<file path="config.mk">
export PLATFORM = sky130hd
export DESIGN_NAME = example_5_4_decoder
export DESIGN_NICKNAME = d
export VERILOG_FILES = /design/src/rtl/example_5_4_decoder_pkg.sv /design/src/rtl/example_5_4_decoder_btn_debounce.sv /design/src/rtl/example_5_4_decoder.sv
export SDC_FILE = /design/constraint.sdc
export NUM_CORES = 1
export LEC_CHECK = 0
export BUFFER_PORTS_ARGS = -buffer_cell sky130_fd_sc_hd__buf_2
export CAP_MARGIN = 40
export CORE_ASPECT_RATIO = 0.5
export CORE_MARGIN = 2
export CORE_UTILIZATION = 33
export CTS_BUF_LIST = sky130_fd_sc_hd__clkbuf_8
export CTS_CLUSTER_SIZE = 16
export DETAILED_ROUTE_END_ITERATION = 10
export REMOVE_ABC_BUFFERS = 1
export SLEW_MARGIN = 0
export SYNTH_ARGS = -nofsm -noshare
export SYNTH_HDL_FRONTEND = slang
export SYNTH_SLANG_ARGS = --single-unit
</file>
<file path="constraint.sdc">
create_clock -name cp -period 1.49 [get_ports cp]
set_input_delay 0.0745 -clock cp [delete_from_list [all_inputs] [get_ports cp]]
set_output_delay 0.0745 -clock cp [all_outputs]
set_load 0.01 [all_outputs]
</file>
<file path="src/rtl/example_5_4_decoder_pkg.sv">
// Shared constants and types for the example 5.4 serial parity decoder.
package example_5_4_pkg;

  // LED positions on the EGO1 board for each piece of visible state
  localparam int LED_D1     = 0;
  localparam int LED_D2     = 1;
  localparam int LED_D3     = 2;
  localparam int LED_Z      = 3;
  localparam int LED_ZERO   = 4;
  localparam int LED_LOOP   = 5;
  localparam int LED_ERR    = 6;
  localparam int LED_BTN    = 7;
  localparam int LED_CNT_LO = 8;

  // Switch positions
  localparam int SW_SERIAL = 0;
  localparam int SW_CLEAR  = 6;
  localparam int SW_LOOP   = 7;

  // 10 ms of stable samples at 100 MHz
  localparam int DEBOUNCE_DEFAULT = 1_000_000;

  // Three-stage history: b1 is the newest bit, b3 the oldest
  typedef struct packed {
    logic b3;
    logic b2;
    logic b1;
  } shift3_t;

  // Push a new bit into the newest position, dropping the oldest
  function automatic shift3_t shiftIn(input shift3_t s, input logic bitIn);
    shift3_t n;
    n.b3 = s.b2;
    n.b2 = s.b1;
    n.b1 = bitIn;
    return n;
  endfunction

endpackage

</file>
<file path="src/rtl/example_5_4_decoder_btn_debounce.sv">
// Button synchronizer, debouncer and press-edge pulse generator.
module btn_debounce
  import example_5_4_pkg::*;
#(
  parameter int DEBOUNCE_CYCLES = DEBOUNCE_DEFAULT
) (
  input  logic cp,
  input  logic rst_n,
  input  logic i_btn,
  output logic o_level,
  output logic o_pulse
);

  localparam int CW = $clog2(DEBOUNCE_CYCLES + 1);
  localparam logic [CW-1:0] CNT_DONE = CW'(DEBOUNCE_CYCLES);

  logic          r_sync1;
  logic          r_sync2;
  logic [CW-1:0] r_cnt;
  logic          r_level;
  logic          r_levelPrev;

  // Two-flop synchronizer for the raw, asynchronous button
  always_ff @(posedge cp or negedge rst_n) begin
    if (!rst_n) begin
      r_sync1 <= 1'b0;
      r_sync2 <= 1'b0;
    end else begin
      r_sync1 <= i_btn;
      r_sync2 <= r_sync1;
    end
  end

  // Count how long the input has disagreed with the accepted level; any bounce back restarts it
  always_ff @(posedge cp or negedge rst_n) begin
    if (!rst_n) begin
      r_cnt   <= '0;
      r_level <= 1'b0;
    end else if (r_sync2 == r_level) begin
      r_cnt <= '0;
    end else if (r_cnt == CNT_DONE) begin
      r_cnt   <= '0;
      r_level <= r_sync2;
    end else begin
      r_cnt <= r_cnt + CW'(1);
    end
  end

  // Remember the previous accepted level so a press edge can be detected
  always_ff @(posedge cp or negedge rst_n) begin
    if (!rst_n) begin
      r_levelPrev <= 1'b0;
    end else begin
      r_levelPrev <= r_level;
    end
  end

  assign o_level = r_level;
  assign o_pulse = r_level & ~r_levelPrev;

endmodule

</file>
<file path="src/rtl/example_5_4_decoder.sv">
// Example 5.4 serial parity decoder with internal encoder loopback and LED display.
module example_5_4_decoder
  import example_5_4_pkg::*;
#(
  parameter int DEBOUNCE_CYCLES = DEBOUNCE_DEFAULT
) (
  input  logic        cp,
  input  logic        rst_n,
  input  logic [7:0]  sw_pin,
  input  logic        btn_1,
  output logic [15:0] led_pin
);

  logic [2:0] r_swSync1;
  logic [2:0] r_swSync2;
  shift3_t    r_dec;
  shift3_t    r_enc;
  logic       r_zLast;
  logic       r_err;
  logic [7:0] r_cnt;

  logic w_level;
  logic w_step;
  logic w_x;
  logic w_clear;
  logic w_loop;
  logic w_z;
  logic w_xd;
  logic w_unusedSw;

  // Switches 1..5 have no function on this board build
  assign w_unusedSw = ^sw_pin[5:1];

  btn_debounce #(
    .DEBOUNCE_CYCLES(DEBOUNCE_CYCLES)
  ) u_btn (
    .cp      (cp),
    .rst_n   (rst_n),
    .i_btn   (btn_1),
    .o_level (w_level),
    .o_pulse (w_step)
  );

  // Synchronize only the switches that carry meaning: serial bit, clear and mode
  always_ff @(posedge cp or negedge rst_n) begin
    if (!rst_n) begin
      r_swSync1 <= '0;
      r_swSync2 <= '0;
    end else begin
      r_swSync1 <= {sw_pin[SW_LOOP], sw_pin[SW_CLEAR], sw_pin[SW_SERIAL]};
      r_swSync2 <= r_swSync1;
    end
  end

  assign w_x     = r_swSync2[0];
  assign w_clear = r_swSync2[1];
  assign w_loop  = r_swSync2[2];

  // In loopback the encoder output is x after it has been shifted into y1, i.e. x ^ e1 ^ e2
  assign w_z  = w_loop ? (w_x ^ r_enc.b1 ^ r_enc.b2) : w_x;
  assign w_xd = w_z ^ r_dec.b1 ^ r_dec.b2;

  // Decoder, encoder, error and step counter; clear takes priority over a step
  always_ff @(posedge cp or negedge rst_n) begin
    if (!rst_n) begin
      r_dec   <= '0;
      r_enc   <= '0;
      r_zLast <= 1'b0;
      r_err   <= 1'b0;
      r_cnt   <= '0;
    end else if (w_clear) begin
      r_dec   <= '0;
      r_enc   <= '0;
      r_zLast <= 1'b0;
      r_err   <= 1'b0;
      r_cnt   <= '0;
    end else if (w_step) begin
      r_dec   <= shiftIn(r_dec, w_xd);
      r_zLast <= w_z;
      r_cnt   <= r_cnt + 8'd1;
      if (w_loop) begin
        r_enc <= shiftIn(r_enc, w_x);
        if (w_xd != w_x) begin
          r_err <= 1'b1;
        end
      end
    end
  end

  // Map registered state straight onto the LEDs
  always_comb begin
    led_pin                        = '0;
    led_pin[LED_D1]                = r_dec.b1;
    led_pin[LED_D2]                = r_dec.b2;
    led_pin[LED_D3]                = r_dec.b3;
    led_pin[LED_Z]                 = r_zLast;
    led_pin[LED_ZERO]              = 1'b0;
    led_pin[LED_LOOP]              = w_loop;
    led_pin[LED_ERR]               = r_err;
    led_pin[LED_BTN]               = w_level;
    led_pin[LED_CNT_LO +: 8]       = r_cnt;
  end

endmodule
</file>
# Word level (Yosys, flattened, before mapping)
# Index checks and enable logic that the tools add are counted.
# Widths: inputs -> output; s select.
totals:
  in_bits: 11
  out_inout_bits: 16
  ff_bits: 45
classes:
  n_mux: 16
  bitwise: 7
  add_sub_neg: 2
  n_eq_ne: 3
  reduce_logical: 6
op_table:
  columns: ["cell", "count"]
  rows:
  - ["$mux 20", 2]
  - ["$add 20x1->20 const B", 1]
  - ["$eq 20x20->1 const B", 1]
  - ["$mux 8", 2]
  - ["$add 8x1->8 const B", 1]
  - ["$mux 1", 7]
  - ["$mux 2", 3]
  - ["$mux 3", 2]
  - ["$reduce_bool 2->1", 3]
  - ["$reduce_and 2->1", 2]
  - ["$xor 1x1->1", 4]
  - ["$reduce_and 3->1", 1]
  - ["$not 1->1", 2]
  - ["$and 1x1->1", 1]
  - ["$eq 1x1->1", 1]
  - ["$ne 1x1->1", 1]

# Logic depth before layout (Yosys ltp)
# Gate-level depths: netlist of the first run.
depth:
  word_depth: 10
  depth_mapped: 7
  depth_no_buf: 6

# Hierarchy
# From an unflattened synthesis of the first run, not the netlist that was laid out.
unflattened:
  hier_cells: 190
  hier_area_um2: 2077.0
modules_own_cells:
  columns: ["module", "instances", "area_each_um2", "cells_per_inst", "seq_area_each_um2"]
  rows:
  - ["btn_debounce", 1, 1157.4, 107, 600.6]
  - ["example_5_4_decoder", 1, 919.6, 83, 525.5]

# Least setup slack after synthesis of the first run
# No wires, ideal clock.
synth_path:
  path_kind: "register -> register"
  from: "register u_btn.r_cnt[10]"
  to: "register u_btn.r_cnt[17]"
  t_required_ns: 1.356
  path_slack_ns: -0.057
  arrival_ns: 1.413
  synth_period_minus_slack_ns: 1.547
  stages_incl_launch_ff: 6
  cell_sequence: "dfrtp_1 or4_1 nor2_1 a41o_1 buf_2 a21oi_1"
synth_via:
  elab_chain_len: 3
  elab_cells_between_ends: 4
  cone_classes: "1 x add/sub; 1 x eq/ne; 2 x mux"
synth_rtl:
  columns: ["item", "line_no", "rtl"]
  rows:
  - ["from (decl)", "example_5_4_decoder_btn_debounce.sv:19", "logic [CW-1:0] r_cnt;"]
  - ["from (signal assigned)", "example_5_4_decoder_btn_debounce.sv:45", "r_cnt <= r_cnt + CW'(1);"]
  - ["$add 20x1->20 / $eq 20x20->1 (equally long branches)", "example_5_4_decoder_btn_debounce.sv:45, example_5_4_decoder_btn_debounce.sv:41", null]
  - ["$mux 20 *", "example_5_4_decoder_btn_debounce.sv:41", "end else if (r_cnt == CNT_DONE) begin"]
  - ["$mux 20 *", "example_5_4_decoder_btn_debounce.sv:39", "end else if (r_sync2 == r_level) begin"]
# Mark *: on every way between the ends. The rest lies on a longest branch, timed or not.
# A chain may end at the register's enable or synchronous reset.

# Worst setup path after layout of the first run
layout_path:
  from: "register u_btn.r_cnt[13]"
  to: "register u_btn.r_cnt[9]"
layout_via:
  elab_chain_len: 3
layout_rtl:
  columns: ["item", "line_no"]
  rows:
  - ["$eq 20x20->1", "example_5_4_decoder_btn_debounce.sv:41"]
  - ["$mux 20", "example_5_4_decoder_btn_debounce.sv:41"]
  - ["$mux 20", "example_5_4_decoder_btn_debounce.sv:39"]
# No other way between the ends.

==> results of run 1 <==
-- logic make-up (layout without fill, tap and decap cells) --
group           count (synthesis)  count (layout)  synth area share
xor+xnor                       27              27             0.112
mux                             1               1           0.00531
other cells                     1               1           0.00177
simple gates                   94              94             0.229
fa+ha+maj                       3               3            0.0177
flops                          45              45             0.531
buf+inv                        20              63            0.0472
compound gates                 18              18            0.0566
-- worst paths after layout --
kind                            cells past startpoint  slack [ps]             from              end
worst max-delay path                                5        -110  u_btn.r_cnt[13]   u_btn.r_cnt[9]
worst min-delay path                                2         270            rst_n   u_btn.r_cnt[2]
worst max register to register                      5        -110  u_btn.r_cnt[13]   u_btn.r_cnt[9]
worst min register to register                      0         350    u_btn.r_sync1    u_btn.r_sync2
max in group asynchronous                           3         720            rst_n  u_btn.r_cnt[12]
min in group cp                                     0         350    u_btn.r_sync1    u_btn.r_sync2
-- placed cells by master, fill, tap and decap left out, drive strengths merged, types with 2 or more instances in the layout --
cell type	n
dfrtp	45
buf	43
nor2	30
nand2	17
xnor2	15
xor2	12
nand4	12
nand3	10
a21oi	9
inv	7
clkbuf	7
nor4	6
dlygate4sd3	5
and3	4
nor3	3
nand2b	3
ha	3
or4	2
-- worst register-to-register path, cell delays in order (launching register included) --
cell     delay (ps)
dfrtp_1         380
or4_4           550
nor2_4          110
a41o_1          210
buf_6           160
nor2_1           70
-- repair_timing --
action / in CTS / in global routing
hold buffers: 5 / 0
endpoints found under the hold margin: 25 / 0
gates resized for setup: 3 / 14
endpoints found under the setup margin: 21 / 25
pin swaps: 1 / 2
-- sequential cells by signal (all words and copies together) (netlist names) --
name	cells
u_btn.r_cnt	20
r_cnt	8
led_pin	3
r_swSync1	3
r_swSync2	3
r_enc	2
r_err	1
r_zLast	1
u_btn.o_level	1
u_btn.r_levelPrev	1
u_btn.r_sync1	1
u_btn.r_sync2	1
-- power by group --
| part | internal [mW] | switching (mW) |
|---|---|---|
| logic | 0.0435 | 0.0562 |
| registers | 1.24 | 0.0243 |
| clock network | 0.419 | 0.397 |
-- synth_stat cells (all sizes together) (2+ instances only) --
library cell / count
dfrtp: 45
nor2: 30
nand2: 17
xnor2: 15
nand4: 12
xor2: 12
nand3: 10
a21oi: 9
buf: 8
inv: 7
nor4: 6
clkbuf: 5
and3: 4
ha: 3
nand2b: 3
nor3: 3
or4: 2
-- layout make-up --
class | count | area [µm²] | area share
clock buffer | 7 | 96.3 | 0.0363
inverter | 7 | 26.3 | 0.00990
sequential | 45 | 1130 | 0.426
clock inverter | 1 | 5.00 | 0.00189
tap | 88 | 110 | 0.0415
multi-input combinational | 144 | 940 | 0.354
timing repair buffer | 48 | 347 | 0.131
-- per-layer routing --
layer | vias to the layer above | routed length (µm) | track usage
met2 | 17 | 2000 | 0.220
met5 | - | 0 | 0
met1 | 785 | 2070 | 0.167
met3 | 5 | 122 | 0.0395
li1 | 793 | - | -
met4 | 0 | 56 | 0.0620
==> results.cfg, run 1 <==
[floorplanning]
ios = 27
start_util = 0.346
row_count = 20
core_um2 = 6130
die_height_um = 60.7
die_area_um2 = 7120
die_w_um = 117

[worst_setup_path]
cp_cell_sequence = or4_4, nor2_4, a41o_1, buf_6, nor2_1
cp.required_ps = 1680
crit_fanout = 12
end_kind = register
crit_type = register to register
slowest_delay_ps = 550
cp_top_family = simple AND/OR/NAND/NOR gates
path_buf_inv = 1
arrival_ps = 1780
worst_setup_path_start_kind = register
crit_slowest_cell = or4_4

[synth]
ys_types = 37
synth_area_leaders = dfrtp_1, xnor2_1, nor2_1
synthCells = 209
yosys.area.top_type_share = 0.531
ys_ff_latch = 45
yosysTopAreaCell = dfrtp_1
yosys_warnings = 0
syn_area_um2 = 2120
seq_area_frac_synth = 0.531
synth_ff_type = dfrtp_1
synth_edf_count = 0
syn_area_per_cell_um2 = 10.1
async_flop_share = 1.00

[finish]
area_delta_synth_final_pct = 25.1
nNetsFinal = 265
layoutNonFillerInstCount = 340
fin_util = 0.433
diodes = 0
stdcell_area_um2 = 2650
fillCellCount = 582
drive_above_1_share = 0.262

[clock_network]
cts_setup_buffers = 0
cts_max_path_buffers = 2
cts_htree_levels = 2
cts.sinks = 45
cts-root-buf = clkbuf_8
clkLatencyLatePin_ps = 300
cts_buffers = 5
clk_pin_slew_ps = 80
cts_tree = built

[place]
placed_area_um2 = 2440
dp_hpwl_um = 3050
placedCellCount = 327
gp_congestion = 0.796
pre_cts_slack_ps = -103
port_buffers = 20

[sta]
hold_viol = 0
tns_ps = -1860
finalClockSkew_ps = 3.13
fin_ws_ps = -108
fin_crit_ps = 1600
setup_viol = 21
drv_slew = 0
rsz0062_at_grt = yes
whs_ps = 266
fmax_mhz = 626
min_period_over_period = 1.07

[route]
dr.first_iter.drc_count = 114
wl_um = 4250
vias = 1600
via_per_inst = 4.71
drc = 0
ant_nets = 0
drtPass1Iterations = 4
routedWlPerCell_um = 12.5

[pwr]
design_power_total_mw = 2.18
vdd_ir_drop_max_mv = 0.288
p_per_area_nw_per_um2 = 821
p_leak_nw = 1.18

[job]
drv_cap = 0

[outcome]
violations = setup timing
status = finished with violations

[grt]
grt_pass1_wl_um = 7280
grt_pass1_vias = 1538
track_usage = 0.133
gr-total-overflow = 0
antenna_found_initial = 0
grt_max_degree = 25

[worst_hold_path]
hold_path.class = primary input to async pin
(Power assumes the default switching activity.)
==> run 2: changes to the inputs <==
--- a/config.mk
+++ b/config.mk
@@ -17,4 +17,5 @@
 export SLEW_MARGIN = 0
 export SYNTH_ARGS = -nofsm -noshare
 export SYNTH_HDL_FRONTEND = slang
+export SYNTH_HIERARCHICAL = 1
 export SYNTH_SLANG_ARGS = --single-unit
==> run 2 against run 1 <==
  * The flow still finishes with violations (setup timing)
  * Flip-flop and latch count unchanged
  * Cell count increased by 0.88%
  * Setup slack got worse by 240 ps
  * Fmax decreased by 13%
  * Count of clock-buffer cells in the layout decreased by 1
  * Non-clock buffer count increased by 18
  * Global-route usage increased by 0.13 points
  * Area after synthesis decreased by 2.1%
  * Sequential share of layout area decreased by 1.5 points
  * Core utilization increased by 1.8 points
  * Clock power increased by 16%
  * Critical endpoint is now u_btn/o_level
  * Largest cell class unchanged
  * Largest power group unchanged
  * Highest routed layer unchanged
==> results.cfg, run 2 <==
[place]
port_buffers = 20
placed_area_um2 = 2530
gp_congestion = 0.757
dp_hpwl_um = 3160

[worst_setup_path]
cp.required_ps = 1670
r2r_slack_ps = -350
rr_startpoint = u_btn/r_cnt[3]
cp_cell_sequence = nor4_2, nand2_1, or4_4, mux2_4
path_buf_inv = 0
cp_top_family = simple AND/OR/NAND/NOR gates
critPathLaunch = u_btn/r_cnt[3]
arrival_ps = 2020
end_kind = register
crit_fanout = 2
worstRegToRegCells = 4
crit_type = register to register
crit_slowest_cell = or4_4
cp_num_cells = 4
slowest_delay_ps = 550
worst_setup_path_start_kind = register
crit_end = u_btn/o_level
worstReg2RegEnd = u_btn/o_level

[synth]
async_flop_share = 1.00
syn_area_um2 = 2080
synth-adder-area-share = 0.0181
synthMuxAreaShare = 0.0271
synth_most_common_cell = dfrtp_1
synthCells = 190
synth-xor-area-share = 0.0964
yosys.area.top_type_share = 0.542
synth_area_leaders = dfrtp_1, xor2_1, nor2_1
seq_area_frac_synth = 0.542
synth_ff_type = dfrtp_1
synth_compound_area_frac = 0.0837
synthTopCellsByCount = dfrtp_1, nor2_1, xor2_1
yosysTopAreaCell = dfrtp_1
yosys_warnings = 6
ys_ff_latch = 45
synth_simple_gate_area_frac = 0.193
synth_top_family_by_area = simple AND/OR/NAND/NOR gates
synth_edf_count = 0
syn_area_per_cell_um2 = 10.9
ys_types = 38

[floorplanning]
core_um2 = 6080
die_height_um = 60.1
start_util = 0.342
die_area_um2 = 6980
ios = 27
row_count = 20
die_w_um = 116

[route]
ant_nets = 0
drc = 0
wl_um = 4280
routedWlPerCell_um = 12.5
drtPass1Iterations = 4
dr.first_iter.drc_count = 58
via_per_inst = 4.70
vias = 1611

[finish]
layout_commonest_cell = dfrtp_1
most-common-layout-cells = dfrtp_1, buf_4, nor2_1
drive_above_1_share = 0.318
stdcell_area_um2 = 2740
reg_top3 = u_btn/r_cnt: 20 flops, r_cnt: 8 flops
diodes = 0
largest_reg_flops = 20
fillCellCount = 574
area_delta_synth_final_pct = 32.1
nNetsFinal = 268
largest_register = u_btn/r_cnt

[clock_network]
clkLatencyLatePin_ps = 300
cts-root-buf = clkbuf_8
cts_tree = built
cts.sinks = 45
cts_htree_levels = 2
cts_max_path_buffers = 2
cts_buffers = 5
clk_pin_slew_ps = 90

[sta]
worst_pin_slew_ps = 514
finalClockSkew_ps = 15.1
fin_crit_ps = 1840
fmax_mhz = 544
drv_slew = 0
relSlewSlack = 0.657
rsz0062_at_grt = yes
min_period_over_period = 1.23
setup_viol = 21
tns_ps = -5740
whs_ps = 281
fin_ws_ps = -347
hold_viol = 0

[pwr]
pwr-share-clk = 0.409
design_power_total_mw = 2.31
p_per_area_nw_per_um2 = 843
p_leak_nw = 1.30
p_comb_frac = 0.049
pwr-share-seq = 0.542
vdd_ir_drop_max_mv = 0.295
intPower_mw = 1.83
p_sw_mw = 0.483
switching_share = 0.209

[worst_hold_path]
hold_path.class = primary input to async pin

[grt]
grt_pass1_wl_um = 7190
track_usage = 0.134
grt_pass1_vias = 1568
antenna_found_initial = 0
grt_max_degree = 25
gr-total-overflow = 0

[outcome]
violations = setup timing
status = finished with violations

[job]
drv_cap = 0
## run 2: cell types whose count changed after synthesis, sizes merged, moves of 4 or more
cell,change
xor2,+4
or3,+6
nor4,-5
o21ai,+7
nor2,-7
xnor2,-9
clkbuf,-4
nand4,-5
nand2,-4
## run 2: layer usage
metal,track usage,part of all wire
met1,0.165,0.46
met4,0.0408,0.015
met2,0.242,0.50
met5,0,0
met3,0.0274,0.025
## run 2: logic make-up after synthesis
logic type	Yosys count
AND/OR/NAND/NOR	75
buffers and inverters	13
multiplexers	5
adder cells (fa/ha/maj)	3
XOR/XNOR	22
AO/OA/AOI/OAI	26
other	1
flip-flops	45
## run 2: worst min-delay path by stage
| stage | endpoint | from | slack (ps) | depth (start not counted) |
|---|---|---|---|---|
| after global placement | led_pin[0] | rst_n | 70 | 1 |
| after detailed placement | led_pin[1] | rst_n | 70 | 1 |
| after floorplan | led_pin[0] | rst_n | -220 | 0 |
| final | r_swSync1[2] | rst_n | 280 | 2 |
| after global routing | r_swSync1[2] | rst_n | 310 | 2 |
| after CTS | r_swSync1[2] | rst_n | 290 | 2 |
## run 2: power by group through the flow
| stage | clock (mW) | combinational [mW] | sequential [mW] |
|---|---|---|---|
| 6_report | 0.945 | 0.114 | 1.25 |
| 5_1_grt | 1.03 | 0.130 | 1.26 |
| 4_1_cts | 0.966 | 0.115 | 1.25 |
| 3_5_place_dp | 0 | 0.103 | 1.28 |
| 3_3_place_gp | 0 | 0.0990 | 1.28 |
| 2_1_floorplan | 0 | 0.0274 | 1.28 |
## run 2: cell type report
class / instances / area (µm²) / share of cell area
sequential: 45 / 1130 / 0.410
multi-input combinational: 132 / 898 / 0.327
timing repair buffer: 66 / 478 / 0.174
tap: 88 / 110 / 0.0401
clock buffer: 6 / 82.6 / 0.0301
clock inverter: 2 / 33.8 / 0.0123
inverter: 4 / 15.0 / 0.00547
## run 2: timing repair
item	in CTS	in global routing
endpoints found under the hold margin	25	0
hold buffers	5	0
resized for setup	5	2
pin swaps	4	2
setup endpoints to repair	21	23
buffers inserted	1	1
## run 2: worst reg2reg max path: stages, from the launching register on
cell,delay [ps]
dfrtp_1,400
nor4_2,330
nand2_1,140
or4_4,550
mux2_4,310
## run 2: through the flow
stage / std cells / util / setup slack (ps)
after global placement: 328 / 0.416 / -345
after CTS: 342 / 0.449 / -309
final: 343 / 0.451 / -347
after global routing: 343 / 0.451 / -363
after detailed placement: 328 / 0.416 / -384
after floorplan: 181 / - / -456
==> run 3: changes to the inputs <==
--- a/config.mk
+++ b/config.mk
@@ -5,6 +5,7 @@
 export SDC_FILE = /design/constraint.sdc
 export NUM_CORES = 1
 export LEC_CHECK = 0
+export ABC_AREA = 1
 export BUFFER_PORTS_ARGS = -buffer_cell sky130_fd_sc_hd__buf_2
 export CAP_MARGIN = 40
 export CORE_ASPECT_RATIO = 0.5
@@ -17,5 +18,4 @@
 export SLEW_MARGIN = 0
 export SYNTH_ARGS = -nofsm -noshare
 export SYNTH_HDL_FRONTEND = slang
-export SYNTH_HIERARCHICAL = 1
 export SYNTH_SLANG_ARGS = --single-unit
==> run 3 against run 2 <==
  * Largest power group unchanged
  * Core utilization decreased by 4.3 points
  * Setup slack improved by 420 ps
  * Design area decreased by 0.36%
  * The flow now finishes without violations
  * Die area increased by 9.8%
  * Synthesized cell count increased by 52%
  * Total power decreased by 1.7%
==> results.cfg, run 3 <==
[pwr]
vdd_ir_drop_max_mv = 0.319
p_sw_mw = 0.496
intPower_mw = 1.78
p_per_area_nw_per_um2 = 831
pwr-share-clk = 0.400
p_leak_nw = 1.26
p_comb_frac = 0.050
switching_share = 0.218
pwr-share-seq = 0.551

[route]
vias = 1883
ant_nets = 0
routedWlPerCell_um = 11.0
wl_um = 4580
drc = 0
via_per_inst = 4.54
dr.first_iter.drc_count = 87
drtPass1Iterations = 5

[floorplanning]
die_height_um = 62.9
start_util = 0.342
core_um2 = 6700
die_area_um2 = 7670
die_w_um = 122
row_count = 21
ios = 27

[finish]
largest_reg_flops = 20
layoutNonFillerInstCount = 415
diodes = 0
largest_register = u_btn.r_cnt
layout_commonest_cell = nand2_1
most-common-layout-cells = nand2_1, nor2_1, dfrtp_1
stdcell_area_um2 = 2730
area_delta_synth_final_pct = 19.3
drive_above_1_share = 0.189
nNetsFinal = 336
fillCellCount = 683
reg_top3 = u_btn.r_cnt: 20 flops, r_cnt: 8 flops

[synth]
ys_ff_latch = 45
synth_edf_count = 0
syn_area_um2 = 2290
yosys.area.top_type_share = 0.491
async_flop_share = 1.00
synthCells = 288
syn_area_per_cell_um2 = 7.96
synth_ff_type = dfrtp_1
yosysTopAreaCell = dfrtp_1
ys_types = 28
seq_area_frac_synth = 0.491
synth_area_leaders = dfrtp_1, nand2_1, nor2_1
synth_most_common_cell = nand2_1
synthTopCellsByCount = nand2_1, nor2_1, dfrtp_1
yosys_warnings = 0

[clock_network]
clk_pin_slew_ps = 90
cts_tree = built
cts_buffers = 5
cts_max_path_buffers = 2
cts_htree_levels = 2
clkLatencyLatePin_ps = 300
cts-root-buf = clkbuf_8
cts.sinks = 45

[worst_setup_path]
worstReg2RegEnd = u_btn.r_cnt[18]
cp.required_ps = 1680
end_kind = register
worst_setup_path_start_kind = register
slowest_delay_ps = 410
crit_type = register to register
r2r_slack_ps = 70
arrival_ps = 1610
cp_cell_sequence = inv_1, ha_2, nand2_2, nor2_2, nand3_2, o21ai_2, buf_6, a21oi_1
crit_slowest_cell = dfrtp_1
worstRegToRegCells = 8
rr_startpoint = u_btn.r_cnt[1]
crit_fanout = 7

[grt]
track_usage = 0.132
grt_pass1_vias = 1912
gr-total-overflow = 0
grt_pass1_wl_um = 8180
grt_max_degree = 46
antenna_found_initial = 0

[sta]
rsz0062_at_grt = yes
tns_ps = 0
setup_viol = 0
worst_pin_slew_ps = 549
fmax_mhz = 705
drv_slew = 0
fin_crit_ps = 1420
finalClockSkew_ps = 5.59
min_period_over_period = 0.952
hold_viol = 0
relSlewSlack = 0.634

[job]
drv_cap = 0

[worst_hold_path]
hp-start = u_btn.r_sync1
whs_path_depth = 0
hold_path.class = register to register
worstHoldEndpoint = u_btn.r_sync2

[place]
port_buffers = 20
placedCellCount = 401
gp_congestion = 0.882
dp_hpwl_um = 3480
placed_area_um2 = 2520

[outcome]
status = complete, no violations
## run 3: cell count changes after synthesis, moves of 5 or more
cell | before | now
xor2_1 | 15 | 10
nand3_1 | 8 | 18
a21oi_1 | 12 | 6
or3_1 | 6 | 0
nor2_2 | 0 | 5
nor2_1 | 23 | 55
inv_1 | 4 | 34
nand2_1 | 13 | 71
## run 3: cells by family (layout without fill, tap and decap cells)
family | after synthesis | after routing | share of synthesized area
other | 1 | 1 | 0.00164
XOR/XNOR | 13 | 13 | 0.0497
adder cells (fa/ha/maj) | 3 | 3 | 0.0164
AND/OR/NAND/NOR | 167 | 167 | 0.320
buffers and inverters | 40 | 75 | 0.0737
AO/OA/AOI/OAI | 19 | 19 | 0.0475
flip-flops | 45 | 45 | 0.491
## run 3: cell type report
class / count / area [µm²] / share of cell area
clock inverters: 3 / 42.5 / 0.0156
well taps: 92 / 115 / 0.0421
repair buffers: 33 / 214 / 0.0783
clock buffers: 5 / 68.8 / 0.0252
inverters: 34 / 128 / 0.0467
multi-input cells: 203 / 1040 / 0.380
flip-flops and latches: 45 / 1130 / 0.412
## run 3: critical path, delay by kind of cell (launching register included)
family                   cells  cell delay [ps]
flip-flops                   1              410
adder cells (fa/ha/maj)      1              190
AND/OR/NAND/NOR              3              290
AO/OA/AOI/OAI                2              200
buffers and inverters        2              230
## run 3: worst max path at each step
| stage | from | end | slack (ps) | cells after the start |
|---|---|---|---|---|
| 6_report | u_btn.r_cnt[1] | u_btn.r_cnt[18] | 70 | 8 |
| 5_1_grt | u_btn.r_cnt[1] | u_btn.r_cnt[18] | -50 | 8 |
| 4_1_cts | u_btn.r_cnt[1] | u_btn.r_cnt[18] | 0.3 | 8 |
| 3_5_place_dp | u_btn.r_cnt[1] | u_btn.r_cnt[9] | 10 | 8 |
| 3_3_place_gp | u_btn.r_cnt[0] | u_btn.r_cnt[9] | 40 | 8 |
| 2_1_floorplan | u_btn.r_cnt[0] | u_btn.r_cnt[9] | 110 | 7 |
## run 3: power by group through the flow
stage / sequential [mW] / clock, mW / combinational, mW
after floorplan: 1.27 / 0 / 0.0436
after global placement: 1.27 / 0 / 0.0991
after detailed placement: 1.28 / 0 / 0.102
after CTS: 1.25 / 0.952 / 0.112
after global routing: 1.25 / 0.988 / 0.129
final: 1.25 / 0.908 / 0.113
## run 3: metrics by stage
stage	power [mW]	utilization	setup WS (ps)	hold WS, ps
floorplan	1.32	-	112	-221
global placement	1.37	0.376	40.1	183
detailed placement	1.38	0.376	14.0	185
CTS	2.32	0.400	0.273	349
global route	2.37	0.408	-54.1	363
finish	2.27	0.408	71.5	345
## run 3: what timing repair did
item,4_1_cts,5_1_grt
hold buffers,5,0
setup buffers,0,1
hold endpoints to repair,49,0
endpoints found under the setup margin,0,13
gates resized for setup,0,13
## run 3: metal layers
| metal | wire length (µm) | track usage | up-vias |
|---|---|---|---|
| met3 | 115 | 0.0228 | 10 |
| li1 | - | - | 953 |
| met5 | 0 | 0 | - |
| met4 | 53 | 0.0402 | 0 |
| met2 | 2240 | 0.230 | 25 |
| met1 | 2180 | 0.167 | 895 |
